[src/rtl/pipe_types_pkg.sv]
// Shared pipeline-stage types: payload structs, NOP encodings, occupancy
// state codes and the wrapping pointer increment used by stage buffers.
package pipe_types_pkg;

  // Widest pointer any stage buffer needs (DEPTH <= 8).
  localparam int unsigned PTR_MAX_W = 3;

  // Occupancy states, derived from the entry count.
  localparam logic [1:0] ST_EMPTY = 2'd0;
  localparam logic [1:0] ST_PART  = 2'd1;
  localparam logic [1:0] ST_FULL  = 2'd2;

  // ID/EX payload; packs to 64 bits to match the default stage width.
  typedef struct packed {
    logic [15:0] rdat1;
    logic [15:0] rdat2;
    logic [15:0] imm;
    logic [11:0] pc;
    logic [3:0]  ctrl;
  } id_ex_t;

  localparam id_ex_t      ID_EX_NOP    = '0;
  localparam logic [63:0] BUBBLE_NOP64 = '0;

  // Advance a buffer pointer, wrapping from depth-1 back to 0.
  function automatic logic [PTR_MAX_W-1:0] ptr_inc(input logic [PTR_MAX_W-1:0] ptr,
                                                   input int unsigned           depth);
    if (int'(ptr) >= int'(depth) - 1) return '0;
    return ptr + PTR_MAX_W'(1);
  endfunction

endpackage

[src/rtl/pipe_occ_ctr.sv]
// Occupancy tracker for a stage buffer: entry count plus read/write pointers.
// Flush and reset both return everything to the empty position.
module pipe_occ_ctr
  import pipe_types_pkg::*;
#(
  parameter int unsigned DEPTH = 2,
  parameter int unsigned CNT_W = 2,
  parameter int unsigned PTR_W = 1
) (
  input  logic             clk_i,
  input  logic             rst_i,
  input  logic             flush_i,
  input  logic             push_i,
  input  logic             pop_i,
  output logic [CNT_W-1:0] count_o,
  output logic [PTR_W-1:0] rd_ptr_o,
  output logic [PTR_W-1:0] wr_ptr_o,
  output logic             full_o,
  output logic             empty_o
);

  logic [CNT_W-1:0] count_q, count_d;
  logic [PTR_W-1:0] rd_ptr_q, rd_ptr_d;
  logic [PTR_W-1:0] wr_ptr_q, wr_ptr_d;

  // Next count/pointers: flush clears, otherwise push/pop advance independently.
  always_comb begin
    count_d  = count_q;
    rd_ptr_d = rd_ptr_q;
    wr_ptr_d = wr_ptr_q;
    if (flush_i) begin
      count_d  = '0;
      rd_ptr_d = '0;
      wr_ptr_d = '0;
    end else begin
      if (push_i) wr_ptr_d = PTR_W'(ptr_inc(PTR_MAX_W'(wr_ptr_q), DEPTH));
      if (pop_i)  rd_ptr_d = PTR_W'(ptr_inc(PTR_MAX_W'(rd_ptr_q), DEPTH));
      case ({push_i, pop_i})
        2'b10:   count_d = count_q + CNT_W'(1);
        2'b01:   count_d = count_q - CNT_W'(1);
        default: count_d = count_q;
      endcase
    end
  end

  // Occupancy registers with synchronous reset.
  always_ff @(posedge clk_i) begin
    if (rst_i) begin
      count_q  <= '0;
      rd_ptr_q <= '0;
      wr_ptr_q <= '0;
    end else begin
      count_q  <= count_d;
      rd_ptr_q <= rd_ptr_d;
      wr_ptr_q <= wr_ptr_d;
    end
  end

  assign count_o  = count_q;
  assign rd_ptr_o = rd_ptr_q;
  assign wr_ptr_o = wr_ptr_q;
  assign full_o   = (count_q == CNT_W'(DEPTH));
  assign empty_o  = (count_q == '0);

endmodule

[src/rtl/pipe_stage_buf.sv]
// Parametrised pipeline stage register: valid/ready handshake over a
// DEPTH-entry in-order buffer. in_ready depends only on registered occupancy,
// so downstream stalls never create a combinational upstream path.
module pipe_stage_buf #(
  parameter int unsigned       DATA_W = 64,
  parameter int unsigned       DEPTH  = 2,
  parameter logic [DATA_W-1:0] BUBBLE = '0
) (
  input  logic                         CLK,
  input  logic                         RST,
  input  logic                         flush,
  input  logic                         in_valid,
  output logic                         in_ready,
  input  logic [DATA_W-1:0]            in_data,
  output logic                         out_valid,
  input  logic                         out_ready,
  output logic [DATA_W-1:0]            out_data,
  output logic [$clog2(DEPTH+1)-1:0]   count,
  output logic [$clog2(DEPTH+2)-1:0]   squashed
);
  import pipe_types_pkg::*;

  localparam int unsigned CNT_W = $clog2(DEPTH + 1);
  localparam int unsigned SQ_W  = $clog2(DEPTH + 2);
  localparam int unsigned PTR_W = (DEPTH > 1) ? $clog2(DEPTH) : 1;

  logic [DATA_W-1:0] mem_q [DEPTH];
  logic [PTR_W-1:0]  rd_ptr, wr_ptr;
  logic              full, empty, push, pop;
  logic [1:0]        state;
  logic [SQ_W-1:0]   squashed_q, squashed_d;

  pipe_occ_ctr #(
    .DEPTH (DEPTH),
    .CNT_W (CNT_W),
    .PTR_W (PTR_W)
  ) u_occ (
    .clk_i    (CLK),
    .rst_i    (RST),
    .flush_i  (flush),
    .push_i   (push),
    .pop_i    (pop),
    .count_o  (count),
    .rd_ptr_o (rd_ptr),
    .wr_ptr_o (wr_ptr),
    .full_o   (full),
    .empty_o  (empty)
  );

  // Occupancy state derived from the registered count.
  always_comb begin
    state = ST_PART;
    if (empty)     state = ST_EMPTY;
    else if (full) state = ST_FULL;
  end

  assign in_ready  = (state != ST_FULL);
  assign out_valid = (state != ST_EMPTY);
  assign push      = in_valid & in_ready & ~flush;
  assign pop       = out_valid & out_ready & ~flush;
  assign out_data  = out_valid ? mem_q[rd_ptr] : BUBBLE;

  // Payload storage; entries are masked by occupancy, so no reset is needed.
  always_ff @(posedge CLK) begin
    if (push) mem_q[wr_ptr] <= in_data;
  end

  // A flush records buffered beats plus the beat offered alongside it.
  always_comb begin
    squashed_d = squashed_q;
    if (flush) squashed_d = SQ_W'(count) + SQ_W'(in_valid & in_ready);
  end

  // Squash counter holds until the next flush.
  always_ff @(posedge CLK) begin
    if (RST) squashed_q <= '0;
    else     squashed_q <= squashed_d;
  end

  assign squashed = squashed_q;

  a_count_bound: assert property (@(posedge CLK) disable iff (RST)
    count <= CNT_W'(DEPTH));

  a_no_push_full: assert property (@(posedge CLK) disable iff (RST)
    !(push && !in_ready));

  a_hold_stable: assert property (@(posedge CLK) disable iff (RST)
    (out_valid && !out_ready && !flush) |=> $stable(out_data));

endmodule

[config.mk]
export PLATFORM = sky130hd
export DESIGN_NAME = pipe_stage_buf
export DESIGN_NICKNAME = d
export VERILOG_FILES = /design/src/rtl/pipe_types_pkg.sv /design/src/rtl/pipe_occ_ctr.sv /design/src/rtl/pipe_stage_buf.sv
export SDC_FILE = /design/constraint.sdc
export NUM_CORES = 1
export LEC_CHECK = 0
export CORE_MARGIN = 2
export CORE_UTILIZATION = 48
export CTS_CLUSTER_SIZE = 16
export DETAILED_ROUTE_END_ITERATION = 8
export GPL_ROUTABILITY_DRIVEN = 1
export PLACE_DENSITY = 0.8
export SLEW_MARGIN = 5
export SYNTH_ARGS = -nofsm -noshare
export SYNTH_HDL_FRONTEND = slang
export SYNTH_SLANG_ARGS = --single-unit
export TNS_END_PERCENT = 5
[constraint.sdc]
create_clock -name CLK -period 5.9 [get_ports CLK]
set_clock_uncertainty 0.15 [all_clocks]
set_input_delay 0.59 -clock CLK [delete_from_list [all_inputs] [get_ports CLK]]
set_output_delay 0.59 -clock CLK [all_outputs]
set_load 0.02 [all_outputs]
# Word-level counts from Yosys, hierarchy flattened
# Memories as Yosys holds them, arrays and structs flattened. A register that Yosys moved wholly into a read port is not among the register bits.
# Index checks and enable logic that the tools add are counted.
# word_totals
latchBits	0
out_inout_bits	70
reg_bits	6
mem_bits_rw	128
mem_bits_ro	0
n_memories	1
word_cells	44
# mem_list
memory	words	word_bits	read_ports	rd_clocked_by_memory_dff	wr	line	rtl
mem_q	2	64	1	1	1	pipe_stage_buf.sv:27	logic [DATA_W-1:0] mem_q [DEPTH];
# classes
addsub	5
div	0
n_shift	0
n_reduce_logical	4
bitwise	6
magnitude_cmp	2
n_eq_ne	4
muxes	18
n_mul	0
# ops
operator	n
$mux W64	1
$mux W1	14
$and A1 B1 Y1	5
$eq A2 B2 Y1 const B	2
$mux W2	2
$pmux W2 S2	1
$reduce_bool A2 Y1	2
$add A1 B1 Y1 const B	2
$add A2 B1 Y2	1
$add A2 B1 Y2 const B	1
$eq A2 B1 Y1 const B	1
$ge A1 B1 Y1 const B	2
$logic_not A2 Y1	1
$ne A2 B2 Y1 const B	1
$reduce_or A2 Y1	1
$sub A2 B1 Y2 const B	1
$not A1 Y1	1

# Depth between registers and ports, before layout
# Gate-level depths: netlist (run 1).
# depth
word_depth	11
ltp_mapped	7
mapped_depth_nobuf	7

# Cells and area by module
# From an unflattened synthesis (run 1), not the netlist that was laid out.
# unflattened
cells_unflattened	305
hier_area_um2	5181.2
# by_module_without_submodules
module	instances	seq_area_each_um2	area_each_um2	cells_per_inst
pipe_stage_buf	1	3883.7	5003.5	287
pipe_occ_ctr	1	80.1	177.7	18

# Worst setup path after synthesis (run 1)
# OpenSTA, ideal clock, no wires.
# synth_timing
path_type	flip-flop to flip-flop
from	register u_occ.count_q[0] (netlist: u_occ.count_o[0])
to	memory mem_q[0][0], enable pin
stages_incl_launch_ff	4
arrival_time_ns	3.700
synth_period_minus_slack_ns	4.336
path_slack_ns	1.564
path_cell_list	dfxtp_1 > nor2b_1 > or3_1 > nor2_1
# synth_via
elab_chain_len	8
word_cells_on_any_way	9
cone_classes	eq/ne: 2; mux: 4; bitwise: 2; reduce/logical: 1
# synth_lines
item	line	rtl
start: declaration	pipe_occ_ctr.sv:22	logic [CNT_W-1:0] count_q, count_d;
start signal: assignment	pipe_occ_ctr.sv:53	count_q <= count_d;
$eq A2 B2 Y1	pipe_occ_ctr.sv:62	assign full_o = (count_q == CNT_W'(DEPTH));
$mux W2	pipe_stage_buf.sv:54	else if (full) state = ST_FULL;
$mux W2 *	pipe_stage_buf.sv:53	if (empty) state = ST_EMPTY;
$ne A2 B2 Y1 *	pipe_stage_buf.sv:57	assign in_ready = (state != ST_FULL);
$and A1 B1 Y1 * (2 in series)	pipe_stage_buf.sv:59	assign push = in_valid & in_ready & ~flush;
$mux W1 *	pipe_stage_buf.sv:65	if (push) mem_q[wr_ptr] <= in_data;
$mux W1 (not written as such) *	pipe_stage_buf.sv:65	
end: declaration	pipe_stage_buf.sv:27	
# Mark *: on every way between the ends. The rest lies on a longest branch, timed or not.

==> run_results.csv, run 1 <==
group,metric,value,unit
drt,wl_met3,616,um
worst_hold_path,holdPathEnd,"squashed[0]",
global_route,overflow,0,
cells_and_area,drive_gt1_frac,0.0771,
clock_tree,cts-root-buf,"clkbuf_8",
worst_hold_path,hold_path_class,"flop to flop",
die,initial_utilization,0.496,
setup_path,rrSetupSlack,3.00,ns
placement,hpwlAfterDp,6300,um
clock_tree,post_cts_buffers,0,
drt,wire_per_inst,16.4,um
clock_tree,cts_buffers,17,
setup_path,crit_path_end_kind,"output port",
timing,slew_headroom,0.271,
logic_synthesis,postSynthAreaPerCell,16.6,sq um
timing,slew_violations,0,
setup_path,r2r_start,"u_occ.count_o[0]",
logic_synthesis,synth_top_cell_by_area,"edfxtp_1",
setup_path,required,5.16,ns
drt,wl,9920,um
logic_synthesis,ys_warn_count,0,
global_route,grt_max_degree,65,
die,design.core.area,10400,sq um
clock_tree,cts.sinks,135,
die,die_area,11500,sq um
timing,period_share,0.569,
setup_path,cp-start-kind,"flop",
global_route,grt_pass1_wl,15100,um
die,ios,139,
timing,setup_tns,0,ns
drt,dr_wl_met2,5320,um
power,p_leak,2.34,nW
die,die_x,107,um
clock_tree,ctsResizeCount,0,
logic_synthesis,synth-main-ff-cell,"edfxtp_1",
drt,ant_nets,0,
clock_tree,insertion_delay,0.50,ns
flow_run,drv_cap,0,
placement,port_buffers,138,
logic_synthesis,synth_area,5140,sq um
timing,finalCriticalPeriod,3.36,ns
timing,rsz0062_at_grt,"no",
power,irDropWorstVdd,0.209,mV
logic_synthesis,synth_nets,381,
placement,gp_congestion,0.749,
setup_path,setup.worst_path.class,"flop to output port",
clock_tree,cts_max_level,4,
drt,top_layer_used,"met4",
timing,fmax,298,MHz
cells_and_area,n_antenna_cell,0,
cells_and_area,nets,527,
logic_synthesis,synthArstFlopShare,0,
power,p_per_area,311,nW/um^2
power,power.total,2.25,mW
timing,hold_violations,0,
die,die_h,107,um
drt,via_per_inst,5.02,
logic_synthesis,ys_ff_latch,135,
timing,setup_viol_count_final,0,
drt,vias,3027,
global_route,grt_use_total,0.176,
logic_synthesis,ys_top_cells_by_area,"edfxtp_1 (75%), mux2i_1 (13%), nor2_1 (5.3%)",
outcome,outcome,"finished clean",
logic_synthesis,synth.top_cell.area_share,0.748,
logic_synthesis,synth.top_cells.by_count,"edfxtp_1 (128), nor2_1 (73), mux2i_1 (65)",
timing,worst_pin_slew,1.09,ns
logic_synthesis,synthCells,310,
clock_tree,cts_hold_buf,0,
worst_hold_path,hold_depth,2,
drt,drc,0,
clock_tree,path_clk_slew,0.06,ns
worst_hold_path,min_from,"squashed[0]",
drt,drt-met1-wl,3830,um
setup_path,rr_worst_depth,4,
setup_path,regToRegEndpoint,"mem_q[1][63]",
cells_and_area,fillCellCount,720,
logic_synthesis,seq_area_frac_synth,0.775,
drt,drt_iter0_markers,147,
logic_synthesis,synth_edf_count,128,
clock_tree,cts_max_path_buffers,2,
setup_path,cp_max_fo,64,
logic_synthesis,ys_types,18,
logic_synthesis,synth.most_common_cell,"edfxtp_1",
setup_path,cp.arrival,2.62,ns
drt,drt-pass1-iter-count,5,
die,rows,37,
cells_and_area,syn2layout_area_growth,40.6,%
clock_tree,cts_tree,"yes",
global_route,antenna_found_initial,0,
global_route,grt_pass1_vias,3135,
[placed cells by master, fill, tap and decap left out, drive strengths merged]
cell and instances:
a211oi 1, a21oi 2, buf 3, bufinv 3
clkbuf 18, clkdlybuf4s50 138, clkinv 5, clkinvlp 2
dfxtp 7, edfxtp 128, ha 2, inv 7
mux2i 65, nand2 1, nor2 73, nor2b 1
o21ai 3, or2 1, or3 3, xnor2 2
xor2 2
[cells by family (layout without fill, tap and decap cells)]
family                     Yosys count  count (layout)  share of synthesized area
muxes                               65              65                      0.127
AOI/OAI and AO/OA                    6               6                    0.00633
buffers and inverters               19             176                     0.0200
adders and majority gates            2               2                    0.00487
DFF                                135             135                      0.775
xor gates and xnor gates             4               4                    0.00682
and+or+nand+nor                     79              79                     0.0601
[worst max path at each step]
| stage | depth (start not counted) | endpoint | from |
|---|---|---|---|
| 3_5_place_dp | 4 | mem_q[1][10] | flush |
| 4_1_cts | 3 | out_data[62] | flop |
| 6_report | 3 | out_data[19] | flop |
| 3_3_place_gp | 4 | mem_q[1][10] | flush |
| 5_1_grt | 3 | out_data[62] | flop |
| 2_1_floorplan | 3 | mem_q[0][0] | u_occ.count_o[0] |
[power by group]
part | leakage [nW] | internal [mW] | switching [mW]
sequential | 1.23 | 1.08 | 0.0109
combinational | 0.829 | 0.0803 | 0.0720
clock | 0.275 | 0.639 | 0.367
[state kept, by name, indices dropped and copies added, names as in the netlist, named ones only]
signal,cells
mem_q,128
squashed,2
u_occ.count_o,2
u_occ.rd_ptr_o,1
u_occ.wr_ptr_o,1
[critical path: stages, from the launching register on]
cell	delay (ns)
dfxtp_4	1.07
mux2i_1	0.23
nor2_1	0.18
clkdlybuf4s50_1	0.62
[cell type report]
cell class | instances | area (sq um) | area share
Clock buffer | 18 | 418 | 0.0578
Multi-Input combinational cell | 156 | 1070 | 0.149
Sequential cell | 135 | 3990 | 0.552
Clock inverter | 12 | 154 | 0.0213
Inverter | 5 | 18.8 | 0.00260
Tap cell | 136 | 170 | 0.0235
Timing Repair Buffer | 141 | 1400 | 0.194
[per-layer routing]
metal,track usage,up-vias
li1,-,1433
met1,0.201,1469
met2,0.309,113
met3,0.0581,12
met4,0.0623,0
met5,0,-
[through the flow]
stage          area, sq um  instances  setup slack (ns)  utilization  hold slack [ns]
3_3_place_gp          6660        573              2.54        0.642            0.339
5_1_grt               7230        603              2.38        0.697            0.378
2_1_floorplan         5140        310              1.56            -            0.320
3_5_place_dp          6660        573              2.47        0.642            0.338
4_1_cts               7230        603              2.50        0.697            0.352
6_report              7230        603              2.54        0.697            0.354
(Power assumes the default switching activity.)
==> run 2: changes to the inputs <==
CORE_UTILIZATION = 43   (was 48)
PLACE_DENSITY = 0.75   (was 0.8)
clock period = 2.8 ns   (was 5.9 ns; I/O delays follow)
==> run 2 against run 1 <==
Hold slack worse by 0.046 ns. Largest power group unchanged. Critical endpoint is now out_data[6]. Clock power up 120%. Register-to-register slack worse by 2.4 ns. Largest cell class unchanged. Via count down 0.53%.
==> run_results.csv, run 2 (synthesized netlist as in run 1, its figures left out) <==
group,metric,value,unit
cells_and_area,syn2layout_area_growth,43.6,%
drt,drt-pass1-iter-count,4,
clock_tree,cts_max_path_buffers,2,
setup_path,worstPathCellList,"nor2_4, buf_12, nor2_1, clkdlybuf4s50_1",
setup_path,cp-start-kind,"flop",
placement,dp.cells,585,
setup_path,slowest_stage,"clkdlybuf4s50_1",
die,die_area,12800,sq um
global_route,grt_pass1_wl,15000,um
timing,setup_viol_count_final,0,
cells_and_area,layout.cells.non_filler,618,
flow_run,drv_cap,0,
clock_tree,insertion_delay,0.40,ns
die,die_h,113,um
setup_path,required,2.37,ns
worst_hold_path,hold_depth,1,
global_route,overflow,0,
placement,port_buffers,138,
clock_tree,path_clk_slew,0.05,ns
timing,worst_pin_slew,0.585,ns
drt,wl,9750,um
timing,rsz0062_at_grt,"no",
global_route,top_usage_layer,"met2",
global_route,antenna_found_initial,0,
die,die_x,113,um
placement,gp_congestion,0.757,
timing,slew_violations,0,
timing,finalCriticalPeriod,2.63,ns
cells_and_area,largest_register_ffs,128,
setup_path,cp_max_fo,38,
clock_tree,post_cts_buffers,0,
global_route,use_met2,0.263,
timing,slew_headroom,0.610,
placement,hpwlAfterDp,6300,um
timing,hold_violations,0,
power,irDropWorstVdd,0.414,mV
timing,fmax,380,MHz
cells_and_area,drive_gt1_frac,0.0905,
die,design.core.area,11500,sq um
setup_path,path_depth,4,
clock_tree,cts_tree,"yes",
cells_and_area,fillCellCount,851,
drt,drt_iter0_markers,96,
setup_path,cp.arrival,2.20,ns
global_route,grt_use_total,0.154,
timing,setup_tns,0,ns
cells_and_area,layout_common_cells,"clkdlybuf4s50_1 (138), edfxtp_1 (128), nor2_1 (70)",
clock_tree,ctsResizeCount,0,
clock_tree,cts_max_level,4,
setup_path,setup.worst_path.class,"flop to output port",
placement,preCtsSetupSlack,0.386,ns
die,ios,139,
global_route,grtUsageMet1,0.183,
worst_hold_path,hold_path_class,"primary input to flop",
cells_and_area,n_antenna_cell,0,
global_route,met3_usage,0.0530,
drt,via_per_inst,4.87,
clock_tree,cts_hold_buf,0,
timing,whs,0.308,ns
cells_and_area,top_register,"mem_q",
power,p_per_area,662,nW/um^2
global_route,grt_pass1_vias,3077,
setup_path,slowest_delay,0.63,ns
drt,ant_nets,0,
clock_tree,cts.sinks,135,
power,p_leak,2.40,nW
die,rows,39,
setup_path,rr_worst_depth,5,
drt,drc,0,
clock_tree,cts-root-buf,"clkbuf_16",
drt,wire_per_inst,15.8,um
timing,fin_ws,0.171,ns
clock_tree,cts_buffers,17,
setup_path,crit_path_end_kind,"output port",
setup_path,path_buf_inv,2,
setup_path,critical_path.top_delay_family,"buffers and inverters",
timing,period_share,0.939,
cells_and_area,layout_commonest_cell,"clkdlybuf4s50_1",
outcome,outcome,"finished clean",
global_route,grt_max_degree,39,
die,initial_utilization,0.446,
drt,vias,3011,
cells_and_area,nets,533,
run 2: layout make-up:
class                           instances  area [sq um]  share of cell area
Inverter                                5          18.8             0.00254
Timing Repair Buffer                  146          1500               0.204
Sequential cell                       135          3990               0.540
Tap cell                              143           179              0.0242
Clock inverter                         15           185              0.0251
Clock buffer                           17           425              0.0576
Multi-Input combinational cell        157          1080               0.146
run 2: layer usage:
| metal | routed length, um | share of wire |
|---|---|---|
| met1 | 4060 | 0.42 |
| met2 | 4970 | 0.51 |
| met3 | 614 | 0.063 |
| met4 | 104 | 0.011 |
| met5 | 0 | 0 |
run 2: where the power goes:
part           switching, mW  internal (mW)
Combinational          0.156          0.177
Sequential            0.0185           2.28
Clock                  0.786           1.47
Total                  0.960           3.93
run 2: through the flow:
| stage | instance area, sq um | util | total power [mW] |
|---|---|---|---|
| 6_report | 7380 | 0.641 | 4.89 |
| 5_1_grt | 7380 | 0.641 | 5.07 |
| 4_1_cts | 7370 | 0.640 | 4.94 |
| 3_5_place_dp | 6760 | 0.587 | 2.67 |
| 3_3_place_gp | 6760 | 0.587 | 2.66 |
| 2_1_floorplan | 5140 | - | 2.46 |
run 2: final timing paths:
path,start,to,slack [ns]
max reg2reg,u_occ.count_o[0],u_occ.count_o[1],0.56
min,in_data[18],mem_q[1][18],0.31
min reg2reg,u_occ.rd_ptr_o,flop,0.36
max,u_occ.count_o[0],out_data[6],0.17
run 2: worst register-to-register path, cell delays in order, from the launching register on:
cell	delay [ns]
dfxtp_1	0.59
nor2b_1	0.14
or3_1	0.44
ha_1	0.35
or3_1	0.35
a21oi_1	0.15
==> run 3: changes to the inputs <==
ABC_CLOCK_PERIOD_IN_PS = 2800   (was unset)
PLACE_DENSITY = unset   (was 0.75)
PLACE_DENSITY_LB_ADDON = 0.1   (was unset)
==> run 3 against run 2 <==
Sequential power is essentially flat. Clock power decreased by 3%. Fmax increased by 3.2%. Flip-flop and latch count is the same. Critical path depth unchanged. Cell count is 0.32% higher. Routed wire length increased by 1.3%. Die area stayed put. Non-clock buffer count rose by 1. Largest power group unchanged.
==> run_results.csv, run 3 (synthesized netlist as in run 1, its figures left out) <==
group,metric,value,unit
global_route,grt_max_degree,33,
drt,drt-pass1-iter-count,4,
worst_hold_path,hold_path_class,"primary input to flop",
drt,ant_nets,0,
cells_and_area,layout_common_cells,"clkdlybuf4s50_1 (138), edfxtp_1 (128), nor2_1 (70)",
power,power.share.clock,0.455,
timing,setup_viol_count_final,0,
clock_tree,path_clk_slew,0.06,ns
outcome,outcome,"finished clean",
power,p_per_area,652,nW/um^2
die,design.core.area,11500,sq um
clock_tree,cts_tree,"yes",
setup_path,rr_worst_depth,6,
global_route,overflow,0,
cells_and_area,n_antenna_cell,0,
timing,whs,0.301,ns
cells_and_area,drive_gt1_frac,0.0985,
clock_tree,cts_buffers,17,
timing,slew_violations,0,
setup_path,rrSetupSlack,0.43,ns
drt,drt_iter0_markers,165,
cells_and_area,largest_register_ffs,128,
power,p_leak,2.41,nW
global_route,use_met2,0.269,
flow_run,drv_cap,0,
clock_tree,cts_hold_buf,0,
timing,worst_pin_slew,0.660,ns
cells_and_area,layout.cells.non_filler,620,
placement,dp.cells,586,
clock_tree,insertion_delay,0.40,ns
setup_path,worstPathCellList,"nor2_4, buf_4, nor2_1, clkdlybuf4s50_1",
cells_and_area,syn2layout_area_growth,43.9,%
die,die_x,113,um
global_route,grt_pass1_wl,15500,um
power,internal-power,3.79,mW
cells_and_area,fillCellCount,859,
setup_path,cp_max_fo,18,
global_route,grt_use_total,0.158,
global_route,grt_pass1_vias,3087,
die,rows,39,
clock_tree,cts_max_path_buffers,2,
setup_path,crit_path_start,"u_occ.count_o[1]",
placement,port_buffers,138,
global_route,met3_usage,0.0450,
power,combPwrFrac,0.070,
setup_path,r2r_start,"u_occ.count_o[0]",
setup_path,cp.arrival,2.12,ns
clock_tree,cts_max_level,4,
clock_tree,cts.sinks,135,
placement,hpwlAfterDp,6180,um
drt,wl,9880,um
setup_path,slowest_delay,0.54,ns
timing,finalCriticalPeriod,2.55,ns
setup_path,required,2.37,ns
clock_tree,post_cts_buffers,0,
global_route,grtUsageMet1,0.196,
cells_and_area,layout_commonest_cell,"clkdlybuf4s50_1",
placement,preCtsSetupSlack,0.131,ns
timing,fin_ws,0.253,ns
power,irDropWorstVdd,0.423,mV
power,power.total,4.82,mW
die,ios,139,
setup_path,slowest_stage,"clkdlybuf4s50_1",
setup_path,setup.worst_path.class,"flop to output port",
setup_path,crit_path_end_kind,"output port",
setup_path,critical_path.top_delay_family,"buffers and inverters",
die,die_area,12800,sq um
timing,fmax,393,MHz
global_route,top_usage_layer,"met2",
worst_hold_path,hold_depth,1,
power,switching_share,0.215,
timing,rsz0062_at_grt,"no",
placement,gp_congestion,0.713,
clock_tree,cts-root-buf,"clkbuf_16",
global_route,antenna_found_initial,0,
die,die_h,113,um
timing,hold_violations,0,
timing,period_share,0.910,
power,switching_power,1.04,mW
drt,vias,2999,
power,seqPwrFrac,0.475,
timing,slew_headroom,0.560,
cells_and_area,nets,535,
drt,via_per_inst,4.84,
setup_path,cp-start-kind,"flop",
cells_and_area,top_register,"mem_q",
drt,wire_per_inst,15.9,um
worst_hold_path,min_from,"in_data[4]",
drt,drc,0,
die,initial_utilization,0.446,
setup_path,regToRegEndpoint,"u_occ.count_o[1]",
setup_path,path_buf_inv,2,
worst_hold_path,holdPathEnd,"mem_q[0][4]",
## run 3: area by class of cell
type,count,area (sq um),area share
clock buffer,17,425,0.0575
clock inverter,15,169,0.0228
inverter,5,18.8,0.00254
multi-input combinational,158,1090,0.148
sequential,135,3990,0.539
tap,143,179,0.0242
timing repair buffer,147,1520,0.206
## run 3: routing by layer
metal	up-vias	part of all wire
met4	0	0.012
met3	12	0.063
li1	1452	-
met1	1434	0.43
met2	101	0.49
met5	-	0
## run 3: worst max path at each step
| stage | to | slack, ns | depth (start not counted) |
|---|---|---|---|
| 6_report | out_data[50] | 0.25 | 4 |
| 5_1_grt | out_data[43] | 0.12 | 4 |
| 4_1_cts | out_data[50] | -0.01 | 4 |
| 3_5_place_dp | out_data[50] | 0.13 | 4 |
| 3_3_place_gp | out_data[0] | 0.15 | 4 |
| 2_1_floorplan | mem_q[0][0] | -0.48 | 3 |
## run 3: stage by stage
| stage | cell area [sq um] | setup TNS, ns | utilization |
|---|---|---|---|
| floorplan | 5140 | -61.97 | - |
| global placement | 6780 | 0 | 0.589 |
| detailed placement | 6780 | 0 | 0.589 |
| CTS | 7390 | -0.0478 | 0.642 |
| global route | 7400 | 0 | 0.642 |
| finish | 7400 | 0 | 0.642 |
## run 3: timing repair
action	CTS	global route
resized for setup	1	0
cloned	1	1
endpoints found under the setup margin	41	18
pin swaps	1	1
## run 3: power by group through the flow
stage / sequential (mW) / clock (mW) / combinational, mW
after floorplan: 2.34 / 0 / 0.128
after global placement: 2.33 / 0 / 0.334
after detailed placement: 2.33 / 0 / 0.339
after CTS: 2.29 / 2.23 / 0.343
after global routing: 2.30 / 2.33 / 0.364
final: 2.29 / 2.20 / 0.337
